## src/rtl/matrix_stream_sequencer_pkg.sv

```systemverilog
// Shared types and helpers for the matrix stream sequencer.
// Covers the order-select constants, the FSM state enum and element bit offsets.
package matrix_stream_sequencer_pkg;

  localparam logic ROW_MAJOR = 1'b0;
  localparam logic COL_MAJOR = 1'b1;

  typedef enum logic [0:0] {
    StIdle,
    StStream
  } state_e;

  // Bit offset of element (row, col) inside a flattened row-major matrix.
  function automatic int unsigned elem_offset(input int unsigned row, input int unsigned col,
                                              input int unsigned dim,
                                              input int unsigned data_w);
    return (row * dim + col) * data_w;
  endfunction

endpackage

```

## src/rtl/matrix_element_mux.sv

```systemverilog
// Combinational selector of element (row, col) from a flattened DIM x DIM matrix.
module matrix_element_mux
  import matrix_stream_sequencer_pkg::*;
#(
  parameter int unsigned DATA_W = 8,
  parameter int unsigned DIM    = 4,
  localparam int unsigned IDX_W = $clog2(DIM)
) (
  input  logic [DIM*DIM*DATA_W-1:0] mat,
  input  logic [IDX_W-1:0]          row,
  input  logic [IDX_W-1:0]          col,
  output logic [DATA_W-1:0]         data
);

  // Constant part-selects only; indices outside DIM x DIM select zero.
  always_comb begin
    data = '0;
    for (int unsigned r = 0; r < DIM; r++) begin
      for (int unsigned c = 0; c < DIM; c++) begin
        if (row == IDX_W'(r) && col == IDX_W'(c)) begin
          data = mat[elem_offset(r, c, DIM, DATA_W) +: DATA_W];
        end
      end
    end
  end

endmodule

```

## src/rtl/matrix_stream_sequencer.sv

```systemverilog
// Snapshots a DIM x DIM matrix on start and streams its elements over a valid/ready
// handshake in row-major or column-major (transposed) order.
module matrix_stream_sequencer
  import matrix_stream_sequencer_pkg::*;
#(
  parameter int unsigned DATA_W = 8,
  parameter int unsigned DIM    = 4,
  localparam int unsigned IDX_W = $clog2(DIM)
) (
  input  logic                      clk,
  input  logic                      rst_n,
  input  logic [DIM*DIM*DATA_W-1:0] mat_in,
  input  logic                      start,
  input  logic                      col_major,
  output logic                      busy,
  output logic                      out_valid,
  input  logic                      out_ready,
  output logic [DATA_W-1:0]         out_data,
  output logic [IDX_W-1:0]          out_row,
  output logic [IDX_W-1:0]          out_col,
  output logic                      out_last,
  output logic                      done
);

  localparam logic [IDX_W-1:0] MaxIdx = IDX_W'(DIM - 1);
  localparam logic [IDX_W-1:0] OneIdx = IDX_W'(1);

  state_e                    state_q;
  logic [DIM*DIM*DATA_W-1:0] snap_q;
  logic                      mode_q;
  logic [IDX_W-1:0]          row_q, col_q;
  logic [IDX_W-1:0]          row_d, col_d;
  logic                      valid_q, last_q, done_q;

  // Successor indices; wrap is explicit at DIM-1 so non-power-of-two DIM works.
  always_comb begin
    row_d = row_q;
    col_d = col_q;
    if (mode_q == COL_MAJOR) begin
      if (row_q == MaxIdx) begin
        row_d = '0;
        col_d = col_q + OneIdx;
      end else begin
        row_d = row_q + OneIdx;
      end
    end else begin
      if (col_q == MaxIdx) begin
        col_d = '0;
        row_d = row_q + OneIdx;
      end else begin
        col_d = col_q + OneIdx;
      end
    end
  end

  always_ff @(posedge clk or negedge rst_n) begin
    if (!rst_n) begin
      state_q <= StIdle;
      snap_q  <= '0;
      mode_q  <= ROW_MAJOR;
      row_q   <= '0;
      col_q   <= '0;
      valid_q <= 1'b0;
      last_q  <= 1'b0;
      done_q  <= 1'b0;
    end else begin
      unique case (state_q)
        StIdle: begin
          done_q <= 1'b0;
          if (start) begin
            state_q <= StStream;
            snap_q  <= mat_in;
            mode_q  <= col_major;
            row_q   <= '0;
            col_q   <= '0;
            valid_q <= 1'b1;
            last_q  <= 1'b0;
          end
        end
        StStream: begin
          done_q <= 1'b0;
          if (out_ready) begin
            if (last_q) begin
              state_q <= StIdle;
              row_q   <= '0;
              col_q   <= '0;
              valid_q <= 1'b0;
              last_q  <= 1'b0;
              done_q  <= 1'b1;
            end else begin
              row_q  <= row_d;
              col_q  <= col_d;
              last_q <= (row_d == MaxIdx) && (col_d == MaxIdx);
            end
          end
        end
        default: state_q <= StIdle;
      endcase
    end
  end

  assign busy      = valid_q;
  assign out_valid = valid_q;
  assign out_row   = row_q;
  assign out_col   = col_q;
  assign out_last  = last_q;
  assign done      = done_q;

  matrix_element_mux #(
    .DATA_W(DATA_W),
    .DIM   (DIM)
  ) u_mux (
    .mat (snap_q),
    .row (row_q),
    .col (col_q),
    .data(out_data)
  );

endmodule

```

## config.mk

```make
export PLATFORM = sky130hd
export DESIGN_NAME = matrix_stream_sequencer
export DESIGN_NICKNAME = d
export VERILOG_FILES = /design/src/rtl/matrix_stream_sequencer_pkg.sv /design/src/rtl/matrix_element_mux.sv /design/src/rtl/matrix_stream_sequencer.sv
export SDC_FILE = /design/constraint.sdc
export NUM_CORES = 1
export LEC_CHECK = 0
export BUFFER_PORTS_ARGS = -buffer_cell sky130_fd_sc_hd__buf_2
export CAP_MARGIN = 40
export CORE_AREA = 4 4 129 131
export CTS_CLUSTER_DIAMETER = 40
export CTS_CLUSTER_SIZE = 12
export DETAILED_ROUTE_END_ITERATION = 16
export DIE_AREA = 0 0 133 135
export PLACE_DENSITY = 0.71
export SLEW_MARGIN = 25
export SYNTH_ARGS = -nofsm -noshare
export SYNTH_HDL_FRONTEND = slang
export SYNTH_HIERARCHICAL = 1
export SYNTH_SLANG_ARGS = --single-unit
```

## constraint.sdc

```tcl
create_clock -name clk -period 4.49 [get_ports clk]
set_input_delay 0.6735 -clock clk [delete_from_list [all_inputs] [get_ports clk]]
set_output_delay 0.6735 -clock clk [all_outputs]
set_load 0.03 [all_outputs]
```

==> results of run 1 <==
## through the flow
step / hold WS [ns] / area, um^2 / util / instances / setup slack, ns
floorplan: 0.378 / 6850 / - / 484 / 1.76
global placement: 0.486 / 7670 / 0.492 / 817 / 1.46
detailed placement: 0.492 / 7750 / 0.497 / 820 / 1.60
CTS: 0.187 / 8310 / 0.533 / 851 / 1.15
global route: 0.207 / 8310 / 0.533 / 851 / 0.935
finish: 0.188 / 8310 / 0.533 / 851 / 1.10
## layout by cell type, fill, tap and decap left out, drive strengths merged, types with 3 or more instances in the layout
cell	n
o221ai	3
a21o	3
o31ai	6
nor2b	9
nor4	4
mux2	136
mux4	10
buf	155
nand2	12
o21ai	11
dfrtp	137
nand3b	5
nand3	4
nand2b	6
o32ai	4
a211oi	3
a21oi	9
clkbuf	24
a2bb2oi	5
or3b	3
nor2	11
inv	4
nor3	4
clkinv	3
mux2i	29
o22ai	5
## layout make-up
cell class	instances	share of cell area
multi-input combinational	308	0.381
sequential	137	0.413
timing repair buffer	155	0.104
inverter	4	0.00181
clock buffer	24	0.0567
clock inverter	7	0.0113
tap	216	0.0325
## power by group
part	internal (mW)	switching, mW
Sequential	1.83	0.473
Combinational	1.36	1.16
Clock	0.842	0.500
Total	4.04	2.14
## worst paths after layout
check	slack [ns]	endpoint	cells after the start
worst max-delay path	1.10	out_data[7]	6
worst min-delay path	0.19	snap_q[35]$_DFFE_PN0P_	1
worst max register to register	2.45	out_last$_DFFE_PN0P_	5
worst min register to register	0.50	snap_q[7]$_DFFE_PN0P_	1
max in group asynchronous	3.58	snap_q[13]$_DFFE_PN0P_	2
min in group clk	0.47	mode_q$_DFFE_PN0P_	3
## cells in the mapped netlist, types with 2 or more instances
cell	number	area, um^2
o31ai_1	6	45.0
clkbuf_1	2	7.51
a21o_1	3	22.5
mux2_2	71	800
o22ai_1	5	31.3
o211ai_1	2	15.0
nor2b_1	9	56.3
buf_4	5	37.5
mux2_4	65	976
o22a_1	2	17.5
a2111oi_0	2	17.5
buf_6	10	113
nand2b_1	6	37.5
nand3_1	4	20.0
nand2_1	12	45.0
dfrtp_1	137	3430
or3b_1	3	26.3
o221ai_1	3	26.3
mux2i_1	29	290
o32ai_1	3	26.3
nand3b_1	5	37.5
or3_1	2	12.5
a2bb2oi_1	5	43.8
nor2_1	10	37.5
nor4_1	4	25.0
buf_2	16	80.1
o21ai_0	9	45.0
inv_1	4	15.0
nor3b_1	2	15.0
a21oi_1	9	45.0
ha_1	2	25.0
a221o_1	2	20.0
buf_1	2	7.51
nor3_1	4	20.0
mux4_2	10	225
a211oi_1	3	22.5
## metal layers
metal | track usage | routed length, um | share of wire
met1 | 0.259 | 7560 | 0.45
met2 | 0.284 | 7530 | 0.45
met3 | 0.0630 | 1140 | 0.068
met4 | 0.0624 | 417 | 0.025
met5 | 0 | 0 | 0
## cell families (layout without fill, tap and decap cells)
group / after synthesis / count (layout) / share of synthesized area
simple gates: 65 / 65 / 0.0525
buf+inv: 39 / 190 / 0.0380
xor+xnor: 1 / 1 / 0.00128
flops: 137 / 137 / 0.501
fa+ha+maj: 2 / 2 / 0.00366
mux: 175 / 175 / 0.335
compound gates: 65 / 65 / 0.0691
## state kept, by name, indices dropped and copies added, names as in the netlist
| name | flops |
|---|---|
| out_row | 2 |
| out_col | 2 |
| snap_q | 128 |
| mode_q | 1 |
| state_q | 1 |
| busy | 1 |
| out_last | 1 |
| done | 1 |
==> out/qor.yml, run 1 <==
fillers: 1350
num_vias: 4494
drc: 0
ys_seq_area_frac: 0.501
register_area_um2: 3430
wl_per_cell_um: 19.6
ios: 149
path_class: "reg2out"
outcome: "complete, no violations"
slew_violations: 0
crit_buf_inv: 2
setup_tns_ns: 0
critPathMaxFanout: 21
num_antenna_cells: 0
root_buffer: "clkbuf_16"
grt_pass1_wl_mm: 26.2
cts_tree: "yes"
routed_via_density: 5.28
die_area_um2: 18000
gp_congestion: 0.817
hpwl_mm: 12.2
drt_iter0_markers: 263
post-cts-setup-buffers: 0
ys_warn_count: 6
grt.overflow.total: 0
worstSkewPairLatency_ns: 0.42
ys.flop_type: "dfrtp_1"
rows: 46
finClkSkew_ns: 0.00870
rsz0062_at_grt: "false"
chipHeight_um: 135
cts_max_level: 4
synth.cell_area_um2: 6850
synth-async-reset-ratio: 1.00
required_ns: 3.82
finalSetupViolCount: 0
antenna_found_initial: 0
first_global_vias: 4761
worstPathCellList: "buf_4, nor3b_1, a2bb2oi_1, a221o_1, o211ai_1, buf_2"
synth-seq-cells: 137
layout-drive-gt1-share: 0.524
p_leak_nw: 3.78
worstHoldPathType: "in2async"
wl_mm: 16.6
cts_buffers: 17
hold_viol: 0
syn_nets: 619
port_buffers: 148
total_power_mw: 6.17
max_stage_delay_ns: 0.74
grt_max_degree: 133
synth.avg_cell_area_um2: 14.1
drtPass1Iterations: 4
cts.repair.resized: 0
cp.arrival_ns: 2.71
tightest_slew_ns: 0.890
syn_to_final_growth_pct: 21.4
peakVddDrop_uv: 337
crit_family: "flip-flops"
synthCells: 484
grtUsageTotal: 0.189
ys_types: 52
crit_path_end_kind: "output port"
hold_buffers: 0
multi_input_area_um2: 3160
max_cap_viol_count: 0
fin_crit_sh: 0.754
die_w_um: 133
crit_start: "out_row[0]$_DFFE_PN0P_"
cts_sinks: 137
nets: 758
max_freq_ghz: 0.295
path_clk_slew_ns: 0.06
slew_headroom: 0.406
r2r-start: "out_row[1]$_DFFE_PN0P_"
ant_nets: 0
clockBufferDepth: 2
core_area_um2: 15600
initial_core_util: 0.439
min_period_ns: 3.39
synth_edf_count: 0
slowest_stage: "dfrtp_1"
worstSetupStartpointType: "flop"
power_density_nw_per_um2: 742
Power figures use the tool's default switching activity.
==> run 2, diff against run 1 <==
--- a/config.mk
+++ b/config.mk
@@ -5,13 +5,14 @@
 export SDC_FILE = /design/constraint.sdc
 export NUM_CORES = 1
 export LEC_CHECK = 0
+export ABC_AREA = 1
 export BUFFER_PORTS_ARGS = -buffer_cell sky130_fd_sc_hd__buf_2
 export CAP_MARGIN = 40
-export CORE_AREA = 4 4 129 131
+export CORE_AREA = 4 4 125 127
 export CTS_CLUSTER_DIAMETER = 40
 export CTS_CLUSTER_SIZE = 12
 export DETAILED_ROUTE_END_ITERATION = 16
-export DIE_AREA = 0 0 133 135
+export DIE_AREA = 0 0 129 131
 export PLACE_DENSITY = 0.71
 export SLEW_MARGIN = 25
 export SYNTH_ARGS = -nofsm -noshare
==> constraint.sdc (replaced) <==
create_clock -name clk -period 3.5 [get_ports clk]
set_input_delay 0.525 -clock clk [delete_from_list [all_inputs] [get_ports clk]]
set_output_delay 0.525 -clock clk [all_outputs]
set_load 0.03 [all_outputs]
==> out/qor.yml, run 2 <==
worstSkewPairLatency_ns: 0.42  # about the same
grtUsageTotal: 0.215  # was 0.189
hold_buffers: 0  # unchanged
path_class: "reg2out"  # unchanged
cts_max_level: 4  # unchanged
port_buffers: 148  # unchanged
synthCells: 869  # was 484
cp_common_cell: "nand2_1"
drc: 0  # unchanged
placed_cell_area_um2: 7290  # was 7750 um^2
fillers: 1377  # was 1350
tightest_slew_ns: 0.676  # was 0.890 ns
netlist.top_cell.by_area: "dfrtp_1"  # unchanged
p_leak_nw: 4.41  # was 3.78 nW
initial_core_util: 0.443  # was 0.439
synthTopCellsByCount: "nand2_1 (506), dfrtp_1 (137), inv_1 (50), nor2_1 (48), nand3_1 (41)"  # was dfrtp_1 (137), mux2_2 (71), mux2_4 (65), mux2i_1 (29), buf_2 (16)
worstPathCellList: "nand2_2, nor2_1, nand2_1, nand2_1, nand3_1, nand2_1, nand4_1, nor2_1, nand4_1, buf_2"  # was buf_4, nor3b_1, a2bb2oi_1, a221o_1, o211ai_1, buf_2
num_antenna_cells: 0  # unchanged
slew_violations: 0  # unchanged
ys_types: 21  # was 52
synth_area_leaders: "dfrtp_1 (54%), nand2_1 (30%), nand3_1 (3.2%)"  # was dfrtp_1 (50%), mux2_4 (14%), mux2_2 (12%)
grt_pass1_wl_mm: 27.9  # was 26.2 mm
synth.most_common_cell: "nand2_1"  # was dfrtp_1
setup_tns_ns: 0  # unchanged
fin_crit_sh: 0.873
crit_path_end_kind: "output port"  # unchanged
rows: 44  # was 46
final_cell_mix: "nand2_1 (506), buf_2 (148), dfrtp_1 (137)"  # was buf_2 (147), dfrtp_1 (135), mux2_2 (71)
synth.avg_cell_area_um2: 7.36  # was 14.1 um^2
syn_to_final_growth_pct: 24.3  # was 21.4%
worstSetupStartpointType: "flop"  # unchanged
synthSimpleGateAreaFrac: 0.387  # was 0.0525
synth_edf_count: 0  # unchanged
yosysTopAreaCellShare: 0.536  # was 0.501
routed_via_density: 4.86  # was 5.28
wl_mm: 17.5  # was 16.6 mm
antenna_found_initial: 0  # unchanged
slowest_stage: "nor2_1"  # was dfrtp_1
crit_start: "out_col[0]$_DFFE_PN0P_"  # was out_row[0]$_DFFE_PN0P_
crit_buf_inv: 1  # was 2
ys.flop_type: "dfrtp_1"  # unchanged
synth_mux_area_frac: 0  # was 0.335
root_buffer: "clkbuf_16"  # unchanged
syn_nets: 1004  # was 619
power_density_nw_per_um2: 926  # was 742 nW/um^2
path_clk_slew_ns: 0.06  # about the same
cp.arrival_ns: 2.53  # was 2.71 ns
ant_nets: 0  # unchanged
max_stage_delay_ns: 0.55  # was 0.74 ns
cts_sinks: 137  # unchanged
num_vias: 5858  # was 4494
fin_util: 0.551  # was 0.533
worst_slack_ns: 0.445  # was 1.10 ns
first_global_vias: 5635  # was 4761
ys_seq_area_frac: 0.536  # was 0.501
gp_congestion: 0.859  # was 0.817
rsz0062_at_grt: "false"  # unchanged
critPathMaxFanout: 12  # was 21
hold_viol: 0  # unchanged
post-cts-setup-buffers: 0  # unchanged
largest_reg_flops: 128  # unchanged
clockBufferDepth: 2  # unchanged
crit_family: "simple AND/OR/NAND/NOR gates"  # was flip-flops
min_period_ns: 3.05
peakVddDrop_uv: 957  # was 337 uV
max_cap_viol_count: 0  # unchanged
drtPass1Iterations: 7  # was 4
grt_max_degree: 132  # was 133
layout-drive-gt1-share: 0.194  # was 0.524
finalSetupViolCount: 0  # unchanged
dp_slack_ns: 0.880  # was 1.60 ns
mostFrequentLayoutCell: "nand2_1"  # was buf_2
synth_top_family_by_area: "simple AND/OR/NAND/NOR gates"  # was multiplexers
slew_headroom: 0.548  # was 0.406
max_freq_ghz: 0.327
nets: 1144  # was 758
synth_xor_area_frac: 0  # was 0.00128
die_w_um: 129  # was 133 um
chipHeight_um: 131  # was 135 um
synth-seq-cells: 137  # unchanged
postLayoutCellArea_um2: 7950  # was 8310 um^2
synth-async-reset-ratio: 1.00  # unchanged
wl_per_cell_um: 14.5  # was 19.6 um
ys_warn_count: 6  # unchanged
required_ns: 2.97  # was 3.82 ns
worstHoldPathType: "in2async"  # unchanged
core_area_um2: 14400  # was 15600 um^2
r2r-start: "state_q$_DFF_PN0_"  # was out_row[1]$_DFFE_PN0P_
cts.repair.resized: 0  # unchanged
synthAdderAreaFrac: 0.00391  # was 0.00366
cts_tree: "yes"  # unchanged
ios: 149  # unchanged
outcome: "complete, no violations"  # unchanged
grt.overflow.total: 0  # unchanged
cts_buffers: 17  # unchanged
die_area_um2: 16900  # was 18000 um^2
hold_ws_ns: 0.0783  # was 0.188 ns
drt_iter0_markers: 475  # was 263
finClkSkew_ns: 0.0115  # was 0.00870 ns
synth_compound_area_frac: 0.0158  # was 0.0691
synth.cell_area_um2: 6390  # was 6850 um^2
hpwl_mm: 12.7  # was 12.2 mm
top_register: "snap_q"  # unchanged
[run 2: through the flow]
step | power (mW) | instances
floorplan | 4.52 | 869
global placement | 5.35 | 1172
detailed placement | 5.40 | 1173
CTS | 7.41 | 1205
global route | 7.91 | 1206
finish | 7.36 | 1206
[run 2: layout make-up]
| type | instances | area [um^2] | share of cell area |
|---|---|---|---|
| Sequential cell | 137 | 3430 | 0.431 |
| Multi-Input combinational cell | 646 | 2600 | 0.327 |
| Timing Repair Buffer | 155 | 842 | 0.106 |
| Clock buffer | 17 | 425 | 0.0535 |
| Tap cell | 184 | 230 | 0.0290 |
| Clock inverter | 15 | 224 | 0.0282 |
| Inverter | 52 | 196 | 0.0247 |
[run 2: routing by layer]
layer	GRT usage	wire, um	up-vias	part of all wire
met5	0	0	-	0
li1	-	-	2940	-
met3	0.0553	1180	26	0.067
met4	0.0754	385	0	0.022
met1	0.293	7940	2694	0.45
met2	0.334	7960	198	0.46
[run 2: kinds of logic after synthesis]
| family | after synthesis |
|---|---|
| adders and majority gates | 2 |
| AOI/OAI and AO/OA | 19 |
| buffers and inverters | 86 |
| and+or+nand+nor | 625 |
| DFF | 137 |
[run 2: worst register-to-register path: cells and delay by family, from the launching register on]
family	cells	cell delay, ns
AND/OR/NAND/NOR	3	0.34
flip-flops	1	0.42
buffers and inverters	2	0.73
[run 2: final timing paths]
check / to / slack (ns) / cells after the start
worst max-delay path: out_data[4] / 0.45 / 10
worst min-delay path: snap_q[23]$_DFFE_PN0P_ / 0.08 / 1
worst max register to register: snap_q[58]$_DFFE_PN0P_ / 1.90 / 5
worst min register to register: snap_q[111]$_DFFE_PN0P_ / 0.47 / 2
max in group asynchronous: snap_q[97]$_DFFE_PN0P_ / 2.42 / 3
min in group clk: snap_q[5]$_DFFE_PN0P_ / 0.30 / 3
[run 2: power by group]
group          internal (mW)  total [mW]  switching [mW]
Sequential              2.30        2.81           0.511
Clock                   1.27        1.96           0.693
Combinational          0.844        2.59            1.75
Total                   4.41        7.36            2.95
==> run 3, diff against run 2 <==
--- a/config.mk
+++ b/config.mk
@@ -5,14 +5,14 @@
 export SDC_FILE = /design/constraint.sdc
 export NUM_CORES = 1
 export LEC_CHECK = 0
-export ABC_AREA = 1
+export ABC_AREA = 0
 export BUFFER_PORTS_ARGS = -buffer_cell sky130_fd_sc_hd__buf_2
 export CAP_MARGIN = 40
-export CORE_AREA = 4 4 125 127
+export CORE_AREA = 4 4 129 131
 export CTS_CLUSTER_DIAMETER = 40
 export CTS_CLUSTER_SIZE = 12
 export DETAILED_ROUTE_END_ITERATION = 16
-export DIE_AREA = 0 0 129 131
+export DIE_AREA = 0 0 133 135
 export PLACE_DENSITY = 0.71
 export SLEW_MARGIN = 25
 export SYNTH_ARGS = -nofsm -noshare
==> constraint.sdc (replaced) <==
create_clock -name clk -period 2.9 [get_ports clk]
set_input_delay 0.435 -clock clk [delete_from_list [all_inputs] [get_ports clk]]
set_output_delay 0.435 -clock clk [all_outputs]
set_load 0.03 [all_outputs]
==> out/qor.yml, run 3 (same netlist as run 1, synthesis figures left out) <==
outcome: "finished, violations left"  # was complete, no violations
violations: "hold timing"
sequentialPowerShare: 0.355  # was 0.382
nets: 774  # was 1144
tightest_slew_ns: 0.600  # was 0.676 ns
num_vias: 4601  # was 5858
placed_cell_area_um2: 7800  # was 7290 um^2
gp_congestion: 0.884  # was 0.859
core_area_um2: 15600  # was 14400 um^2
finClkSkew_ns: 0.00614  # was 0.0115 ns
die_w_um: 133  # was 129 um
worstPathCellList: "buf_8, or3b_1, a21o_1, a221o_1, o211ai_1, buf_4"  # was nand2_2, nor2_1, nand2_1, nand2_1, nand3_1, nand2_1, nand4_1, nor2_1, nand4_1, buf_2
worstSetupStartpointType: "flop"  # unchanged
grt.overflow.total: 0  # unchanged
ios: 149  # unchanged
max_cap_viol_count: 0  # unchanged
root_buffer: "clkbuf_16"  # unchanged
grt_pass1_wl_mm: 27.2  # was 27.9 mm
ant_nets: 0  # unchanged
final_cell_mix: "buf_2 (145), dfrtp_1 (133), mux2_2 (71)"  # was nand2_1 (506), buf_2 (148), dfrtp_1 (137)
hold_viol: 6  # was 0
max_stage_delay_ns: 0.54  # was 0.55 ns
total_power_mw: 10.0  # was 7.36 mW
rows: 46  # was 44
port_buffers: 148  # unchanged
slowest_stage: "dfrtp_4"  # was nor2_1
routed_via_density: 5.30  # was 4.86
worstSkewPairLatency_ns: 0.42  # about the same
mostFrequentLayoutCell: "buf_2"  # was nand2_1
r2r-start: "state_q$_DFF_PN0_"  # unchanged
min_period_ns: 2.82
drt_iter0_markers: 329  # was 475
top_register: "snap_q"  # unchanged
cts_max_level: 4  # unchanged
setup_tns_ns: 0  # unchanged
syn_to_final_growth_pct: 24.1  # was 24.3%
fin_crit_sh: 0.973
rsz0062_at_grt: "false"  # unchanged
drtPass1Iterations: 5  # was 7
num_antenna_cells: 0  # unchanged
finalSetupViolCount: 0  # unchanged
postLayoutCellArea_um2: 8500  # was 7950 um^2
hold_ws_ns: -0.0150  # was 0.0783 ns
combPwrFrac: 0.414  # was 0.352
antenna_found_initial: 1  # was 0
hpwl_mm: 12.8  # was 12.7 mm
rrSetupSlack_ns: 1.06  # was 1.90 ns
critPathMaxFanout: 21  # was 12
power_density_nw_per_um2: 1180  # was 926 nW/um^2
chipHeight_um: 135  # was 131 um
first_global_vias: 4923  # was 5635
cp.arrival_ns: 2.39  # was 2.53 ns
worstHoldPathType: "in2async"  # unchanged
max_freq_ghz: 0.355
p_clk_frac: 0.231  # was 0.266
cts_buffers: 17  # unchanged
largest_reg_flops: 128  # unchanged
cts_tree: "yes"  # unchanged
initial_core_util: 0.439  # was 0.443
crit_path_end_kind: "output port"  # unchanged
path_class: "reg2out"  # unchanged
p_int_mw: 6.52  # was 4.41 mW
swShare: 0.348  # was 0.401
clockBufferDepth: 2  # unchanged
cts_sinks: 137  # unchanged
layout-drive-gt1-share: 0.548  # was 0.194
peakVddDrop_uv: 567  # was 957 uV
crit_buf_inv: 2  # was 1
drc: 0  # unchanged
crit_family: "compound AO/OA/AOI/OAI gates"  # was simple AND/OR/NAND/NOR gates
p_leak_nw: 3.89  # was 4.41 nW
path_clk_slew_ns: 0.06  # about the same
wl_mm: 17.3  # was 17.5 mm
die_area_um2: 18000  # was 16900 um^2
grtUsageTotal: 0.196  # was 0.215
slew_violations: 0  # unchanged
r2r-end: "snap_q[83]$_DFFE_PN0P_"  # was snap_q[58]$_DFFE_PN0P_
switchingPower_mw: 3.48  # was 2.95 mW
rr_worst_depth: 3  # was 5
slew_headroom: 0.600  # was 0.548
wl_per_cell_um: 20.0  # was 14.5 um
grt_max_degree: 74  # was 132
required_ns: 2.47  # was 2.97 ns
## run 3: metrics by stage
stage | setup slack (ns) | util | hold slack [ns] | instances
final | 0.0796 | 0.545 | -0.0150 | 868
after global routing | 0.00319 | 0.545 | 0.0282 | 868
after CTS | 0.0165 | 0.543 | 0.00109 | 865
after detailed placement | 0.277 | 0.500 | 0.455 | 831
after global placement | 0.405 | 0.500 | 0.453 | 831
after floorplan | 0.411 | - | 0.139 | 484
## run 3: how the worst max path moves through the flow
| stage | startpoint | cells after the start | endpoint |
|---|---|---|---|
| after global placement | out_col[0]$_DFFE_PN0P_ | 6 | out_data[0] |
| after CTS | out_col[0]$_DFFE_PN0P_ | 6 | out_data[1] |
| after global routing | out_col[0]$_DFFE_PN0P_ | 6 | out_data[7] |
| after floorplan | out_col[0]$_DFFE_PN0P_ | 6 | out_data[0] |
| final | out_col[0]$_DFFE_PN0P_ | 6 | out_data[6] |
| after detailed placement | out_col[0]$_DFFE_PN0P_ | 6 | out_data[3] |
## run 3: layout make-up
class                   instances  area [um^2]
fillers                      1305         7100
flip-flops and latches        137         3440
multi-input cells             308         3160
repair buffers                171          973
clock buffers                  18          439
well taps                     216          270
clock inverters                14          196
inverters                       4         15.0
## run 3: metal layers
layer	vias to the layer above	global-route usage	wire length, um
li1	2100	-	-
met1	2285	0.271	7830
met2	174	0.293	7850
met3	40	0.0507	1080
met4	2	0.0849	557
met5	-	0	13
## run 3: power by group through the flow
stage	clock network, mW	logic [mW]	registers (mW)
4_1_cts	2.35	4.09	3.56
3_3_place_gp	0	3.79	3.63
5_1_grt	2.43	4.43	3.66
6_report	2.31	4.14	3.55
3_5_place_dp	0	3.93	3.63
2_1_floorplan	0	3.10	3.28
## run 3: what timing repair did
| item | 4_1_cts | 5_1_grt |
|---|---|---|
| buffers inserted | 2 | 3 |
| hold buffers | 0 | 0 |
| endpoints found under the setup margin | 7 | 6 |
| hold endpoints to repair | 0 | 0 |
| gates resized for setup | 2 | 3 |
